[src/rtl/lzs_copy_engine.sv]
// lzs_copy_engine: LZS decode copy engine between token parser and history RAM.
// Define LZS_COPY_OUT_REG_EN to register the output through a 2-entry skid buffer.
module lzs_copy_engine #(
  parameter int AW    = 11,
  parameter int LEN_W = 12
) (
  input  logic             clk,
  input  logic             rst,
  input  logic             tok_valid,
  output logic             tok_ready,
  input  logic             tok_literal,
  input  logic [7:0]       tok_data,
  input  logic [AW-1:0]    tok_offset,
  input  logic [LEN_W-1:0] tok_length,
  output logic             out_valid,
  input  logic             out_ready,
  output logic [7:0]       out_data,
  output logic [AW-1:0]    ram_read_address,
  input  logic [7:0]       ram_read_data,
  output logic [AW-1:0]    ram_write_address,
  output logic [7:0]       ram_write_data,
  output logic             ram_write_valid,
  output logic             busy,
  output logic             err
);

  typedef enum logic {IDLE, COPY} state_t;

  state_t            state_q, state_d;
  logic [AW-1:0]     wptr_q, wptr_d;
  logic [AW-1:0]     off_q, off_d;
  logic [LEN_W-1:0]  remain_q, remain_d;
  logic              pending_q, pending_d;
  logic              err_q, err_d;

  // Internal byte stream feeding either the port directly or the skid buffer
  logic              eng_valid;
  logic              eng_ready;
  logic [7:0]        eng_data;
  logic              retire;
  logic              tok_illegal;

  assign tok_illegal = (tok_offset == '0) || (tok_length == '0);
  assign retire      = eng_valid && eng_ready;

  // The copy read address already anticipates the byte retiring this cycle
  assign ram_read_address  = wptr_q + AW'(retire) - off_q;
  assign ram_write_address = wptr_q;
  assign ram_write_data    = eng_data;
  assign ram_write_valid   = retire;
  assign busy              = (state_q == COPY);
  assign err               = err_q;

  // Byte source selection and token handshake
  always_comb begin
    eng_valid = 1'b0;
    eng_data  = tok_data;
    tok_ready = 1'b0;
    unique case (state_q)
      IDLE: begin
        eng_valid = tok_valid && tok_literal;
        tok_ready = tok_literal ? eng_ready : 1'b1;
      end
      COPY: begin
        eng_valid = pending_q;
        eng_data  = ram_read_data;
      end
      default: ;
    endcase
  end

  // Next-state logic for the copy FSM and history pointer
  always_comb begin
    state_d   = state_q;
    wptr_d    = retire ? wptr_q + AW'(1) : wptr_q;
    off_d     = off_q;
    remain_d  = remain_q;
    pending_d = pending_q;
    err_d     = err_q;
    unique case (state_q)
      IDLE: begin
        if (tok_valid && !tok_literal) begin
          if (tok_illegal) begin
            err_d = 1'b1;
          end else begin
            off_d     = tok_offset;
            remain_d  = tok_length;
            pending_d = 1'b0;
            state_d   = COPY;
          end
        end
      end
      COPY: begin
        if (retire) begin
          remain_d = remain_q - LEN_W'(1);
          if (remain_q == LEN_W'(1)) begin
            pending_d = 1'b0;
            state_d   = IDLE;
          end
        end else begin
          pending_d = 1'b1;
        end
      end
      default: state_d = IDLE;
    endcase
  end

  // Copy FSM state registers
  always_ff @(posedge clk or posedge rst) begin
    if (rst) begin
      state_q   <= IDLE;
      wptr_q    <= '0;
      off_q     <= '0;
      remain_q  <= '0;
      pending_q <= 1'b0;
      err_q     <= 1'b0;
    end else begin
      state_q   <= state_d;
      wptr_q    <= wptr_d;
      off_q     <= off_d;
      remain_q  <= remain_d;
      pending_q <= pending_d;
      err_q     <= err_d;
    end
  end

`ifdef LZS_COPY_OUT_REG_EN
  logic [1:0] cnt_q, cnt_d;
  logic [7:0] e0_q, e0_d;
  logic [7:0] e1_q, e1_d;
  logic       pop;
  logic [1:0] slot;

  assign eng_ready = (cnt_q != 2'd2);
  assign out_valid = (cnt_q != 2'd0);
  assign out_data  = e0_q;
  assign pop       = out_valid && out_ready;
  assign slot      = cnt_q - {1'b0, pop};

  // Skid buffer: e0 is the head, pushes land behind whatever survives the pop
  always_comb begin
    e0_d  = e0_q;
    e1_d  = e1_q;
    cnt_d = cnt_q + {1'b0, retire} - {1'b0, pop};
    if (pop) e0_d = e1_q;
    if (retire) begin
      if (slot == 2'd0) e0_d = eng_data;
      else              e1_d = eng_data;
    end
  end

  // Skid buffer registers
  always_ff @(posedge clk or posedge rst) begin
    if (rst) begin
      cnt_q <= 2'd0;
      e0_q  <= 8'd0;
      e1_q  <= 8'd0;
    end else begin
      cnt_q <= cnt_d;
      e0_q  <= e0_d;
      e1_q  <= e1_d;
    end
  end
`else
  assign eng_ready = out_ready;
  assign out_valid = eng_valid;
  assign out_data  = eng_data;
`endif

endmodule

[config.mk]
export PLATFORM = sky130hd
export DESIGN_NAME = lzs_copy_engine
export DESIGN_NICKNAME = d
export VERILOG_FILES = /design/src/rtl/lzs_copy_engine.sv
export SDC_FILE = /design/constraint.sdc
export NUM_CORES = 1
export LEC_CHECK = 0
export ABC_AREA = 1
export CAP_MARGIN = 20
export CORE_AREA = 3 3 83 85
export DETAILED_ROUTE_END_ITERATION = 10
export DIE_AREA = 0 0 86 88
export PLACE_DENSITY_LB_ADDON = 0.15
export SLEW_MARGIN = 0
export SYNTH_ARGS = -nofsm -noshare
export SYNTH_HDL_FRONTEND = slang
export SYNTH_SLANG_ARGS = --single-unit
[constraint.sdc]
create_clock -name clk -period 2.9 [get_ports clk]
set_input_delay 0.29 -clock clk [delete_from_list [all_inputs] [get_ports clk]]
set_output_delay 0.29 -clock clk [all_outputs]
set_load 0.03 [all_outputs]
# --- Yosys cells after proc, flatten, opt, wreduce, memory -nomap -nowiden ---
# Index checks and enable logic that the tools add are counted.
totals:
  register_bits: 37
  latch_bits: 0
  ramBits: 0
  mem_bits_ro: 0
  output_inout_bits: 43
  wordCells: 46
  n_memories: 0
classes:
  n_addsub: 4
  multipliers: 0
  div_mod_pow: 0
  n_lt_le_gt_ge: 0
  n_eq_ne: 5
  shifts: 0
  mux: 18
  n_bitwise: 2
  n_reduce_logical: 11
ops:
  columns: ["operator", "count"]
  rows:
  - ["2-to-1 mux 12 bit", 3]
  - ["one-hot mux 12 bit (2 select lines)", 1]
  - ["equality test 12 x 1 -> 1 bit, second input constant", 1]
  - ["logical NOT 12 bit", 1]
  - ["AND reduction 3 bit", 4]
  - ["subtractor 12 x 1 -> 12 bit, second input constant", 1]
  - ["adder 11 x 1 -> 11 bit", 1]
  - ["adder 11 x 1 -> 11 bit, second input constant", 1]
  - ["logical NOT 11 bit", 1]
  - ["subtractor 11 bit", 1]
  - ["2-to-1 mux 1 bit", 10]
  - ["2-to-1 mux 8 bit", 1]
  - ["one-hot mux 1 bit (2 select lines)", 3]
  - ["inequality test 2 bit, second input constant", 2]
  - ["logical AND 1 bit", 3]
  - ["inequality test 3 x 2 -> 1 bit, second input constant", 1]
  - ["inequality test 2 x 1 -> 1 bit, second input constant", 1]
  - ["NOT 1 bit", 2]
  - ["logical NOT 1 bit", 1]
  - ["logical OR 1 bit", 1]

# --- Logic depth before layout (Yosys ltp) ---
depth:
  word_depth: 5
  depth_mapped: 17
  ltp_nobuf: 17

# --- Least setup slack after synthesis ---
# Ideal clock, no wire load.
synth_timing:
  kind: "flip-flop to output port"
  from: "register state_q, in the netlist busy"
  to: "output ram_read_address[6]"
  arrival_ps: 2977
  required_time_ps: 2610
  slack_ps: -367
  path_stages_with_launch: 15
  n_path_buf: 0
  path_cell_list: "dfrtp_1 inv_2 nand2_1 nand2_1 inv_2 nand2_2 ha_1 inv_1 ha_1 inv_1 fa_1 o21ai_0 nand2_1 nand2_1 xor2_1"
synth_via:
  elab_chain_cells: 5
synth_rtl:
  columns: ["element", "line_no", "source"]
  rows:
  - ["start: declaration", "29", "state_t state_q, state_d;"]
  - ["start signal: assignment", "118", "state_q <= state_d;"]
  - ["NOT 1 bit (no line)", null, null]
  - ["one-hot mux 1 bit (2 select lines) *", "59", "unique case (state_q)"]
  - ["via out_valid", "15", "output logic out_valid,"]
  - ["logical AND 1 bit *", "44", "assign retire = eng_valid && eng_ready;"]
  - ["adder 11 x 1 -> 11 bit *", "47", "assign ram_read_address = wptr_q + AW'(retire) - off_q;"]
  - ["subtractor 11 bit *", "47", null]
  - ["end: declaration", "18", "output logic [AW-1:0] ram_read_address,"]
# The timed path passes the listed nets; every way through them passes the cells marked *.

# --- Worst setup path after layout ---
layout_timing:
  from: "register state_q, in the netlist busy"
  to: "output ram_read_address[6]"
layout_via:
  elab_chain_cells: 5
layout_rtl:
  columns: ["element", "line_no"]
  rows:
  - ["NOT 1 bit (no line)", null]
  - ["one-hot mux 1 bit (2 select lines) *", "59"]
  - ["logical AND 1 bit *", "44"]
  - ["adder 11 x 1 -> 11 bit *", "47"]
  - ["subtractor 11 bit *", "47"]
# Every way passes the cells marked *; elsewhere a longest branch is shown, timed or not.

==> out/metrics.cfg <==
[status]
status=finished clean

[clock_network]
clk_latency_ns=0.29
path_clk_slew_ns=0.08
clk_path_buf_depth=2
cts_num_sinks=37
htreeDepth=2
cts-buffers-inserted=5
cts_tree=done
cts_hold_buf=0
cts-root-buf=clkbuf_8

[sta]
holdWs_ns=0.412
period_needed_ns=2.82
hold_viol=0
rsz0062_at_grt=true
setup_viol=0
tightest_slew_ns=0.460
slew_headroom_pct=69.3
fmax_mhz=355
slew_violations=0
post-route-period-util_pct=97.1
fin_skew_ns=0.0148

[yosys]
syn_area_um2=2940
synth.top_cell.area_share_pct=31.5
synth_cell_types=31
ys_ff_latch=37
synth_top_area_cell=dfrtp_1
synth_area_leaders=dfrtp_1, nand2_1, ha_1
synth.yosys.seq_area_share_pct=31.5
syn_area_per_cell_um2=6.75
syn_inst=435
yosysWarningCount=0
syn_nets=503

[grt]
grt_start_max_net_pins=38
grt.total_usage_pct=20.5
grt_pass1_vias=2865
overflow=0
grt_pass1_wl_um=12600
antenna_found_initial=0

[layout]
multi_input_area_um2=1760
fillers=590
seq_area_um2=928
layout-drive-gt1-share_pct=12.0
num_antenna_cells=0
area_delta_synth_final_pct=38.2
final_nets=594

[routing]
drcViolationCount=0
ant_nets=0
vias_per_cell=4.98
drt-initial-drc-count=121
finalWirelength_um=7270
drt_first_pass_iters=4
wl_per_cell_um=12.0
via_count=3009

[worst_setup_path]
rrSetupSlack_ns=1.28
cp_max_fo=4
path_class=register to output pin
r2r_cells=6
r2r-start=busy
startpoint_type=register
crit_top_cell=inv_2
r2r-end=off_q[2]
cp.required_ns=2.61
worstPathCellList=inv_2, nand2_2, nand2_2, inv_2, nand2_4, ha_4, inv_2, ha_4, inv_2, fa_2, o21ai_2, nand2_1, nand2_2, buf_6, xor2_4, buf_6
path_buf_inv=6
cp_top_family=adder cells
critical_path.max_stage_delay_ns=0.44
end_kind=output pin
critPathArrivalTime_ns=2.53
cpMaxStageDelayCell=dfrtp_2

[power_and_ir_drop]
leakage_nw=2.06
power.density_nw_per_um2=1180
vdd_drop_max_v=0.00130
total_power_mw=4.79

[floorplanning]
coreArea_um2=6280
floorplan.initialDensity_pct=46.8
fp-row-count=29
die_w_um=86
io_pins=87
die-area_um2=7570
die_height_um=88

[job]
drv_cap=0

[min_path]
worstHoldPathType=input port to async pin

[place]
gp_congestion=0.864
hpwl_um=5810
io_buffers=86

[state kept, by name, summed over array words and instances (netlist names)]
signal             flops
remain_q              12
off_q                 11
ram_write_address     11
busy                   1
err                    1
pending_q              1
[per-stage QoR]
stage / setup slack (ns) / TNS (ns) / utilization [%] / instances / cell area [um2]
global placement: -0.173 / -0.480 / 61.8 / 594 / 3880
finish: 0.0836 / 0 / 64.6 / 604 / 4060
detailed placement: -0.229 / -0.707 / 61.8 / 594 / 3880
floorplan: 0.0230 / 0 / - / 435 / 2980
CTS: 0.0315 / 0 / 64.1 / 602 / 4020
global route: -0.0922 / -0.198 / 64.6 / 604 / 4060
[cell usage in the layout (no fill, tap or decap), types with 2 or more instances in the layout]
master | Yosys | routed
nor2_1 | 45 | 45
buf_6 | 4 | 4
nand2_2 | 1 | 9
o21ai_1 | 2 | 2
o21ai_0 | 18 | 17
nand4_1 | 4 | 4
a21oi_1 | 19 | 19
ha_1 | 23 | 21
xor2_1 | 8 | 7
dfrtp_1 | 37 | 35
nand3_1 | 28 | 28
nand3b_1 | 3 | 3
dfrtp_2 | 0 | 2
inv_1 | 53 | 50
nand2_1 | 147 | 137
buf_4 | 8 | 20
clkbuf_8 | 0 | 7
inv_2 | 4 | 7
ha_4 | 0 | 2
clkdlybuf4s50_1 | 0 | 74
nor3_1 | 9 | 9
nand2_4 | 1 | 3
dlygate4sd2_1 | 0 | 2
xnor2_1 | 5 | 5
nor3_2 | 2 | 2
[tightest hold or removal path: stages]
cell,delay [ns]
clkdlybuf4s50_1,0.40
inv_1,0.05
buf_4,0.40
[repair_timing]
action / in CTS / in global routing
pin swaps: 5 / 8
cloned: 0 / 0
endpoints found under the setup margin: 4 / 4
setup buffers: 0 / 2
gates resized for setup: 12 / 9
[power by group]
part | switching, mW | internal, mW | total [mW]
Sequential | 0.224 | 0.730 | 0.954
Combinational | 2.03 | 1.40 | 3.42
Clock | 0.187 | 0.219 | 0.406
Total | 2.44 | 2.35 | 4.79
[Yosys cell counts, drive strengths merged]
cell,instances
nand2,149
buf,12
nor3,11
nor4,1
a21oi,19
nor2,46
nand4,4
a21o,1
and2,1
or2,1
o21bai,1
dfrtp,37
ha,23
o211a,1
xnor2,5
xor2,8
inv,57
a21boi,1
fa,1
o21ai,20
clkbuf,4
nand3b,3
nand3,29
[metal layers]
layer  global-route usage (%)  wire, um
met5                        0         0
met4                     4.32        78
met3                     4.14       444
met2                     33.8      3330
met1                     28.0      3410
[area by class of cell]
type | instances | area share [%]
multi-input combinational | 325 | 43.4
timing repair buffer | 100 | 23.5
sequential | 37 | 22.9
inverter | 57 | 5.27
clock buffer | 7 | 2.37
tap | 77 | 2.37
clock inverter | 1 | 0.216
[worst max-delay path by stage]
stage | start | endpoint | slack (ns) | cells after the start
after global routing | busy | ram_read_address[10] | -0.09 | 18
after CTS | busy | ram_read_address[6] | 0.03 | 15
final | busy | ram_read_address[6] | 0.08 | 16
after floorplan | busy | ram_read_address[4] | 0.02 | 12
after detailed placement | tok_literal | ram_read_address[10] | -0.23 | 18
after global placement | tok_literal | ram_read_address[6] | -0.17 | 17
[cells by family after synthesis]
kind of cell / Yosys count / share of synthesized area [%]
and+or+nand+nor: 245 / 35.0
adders and majority gates: 24 / 10.5
AOI/OAI and AO/OA: 43 / 7.76
DFF: 37 / 31.5
buffers and inverters: 73 / 11.4
xor gates and xnor gates: 13 / 3.88
(Power assumes the default switching activity.)
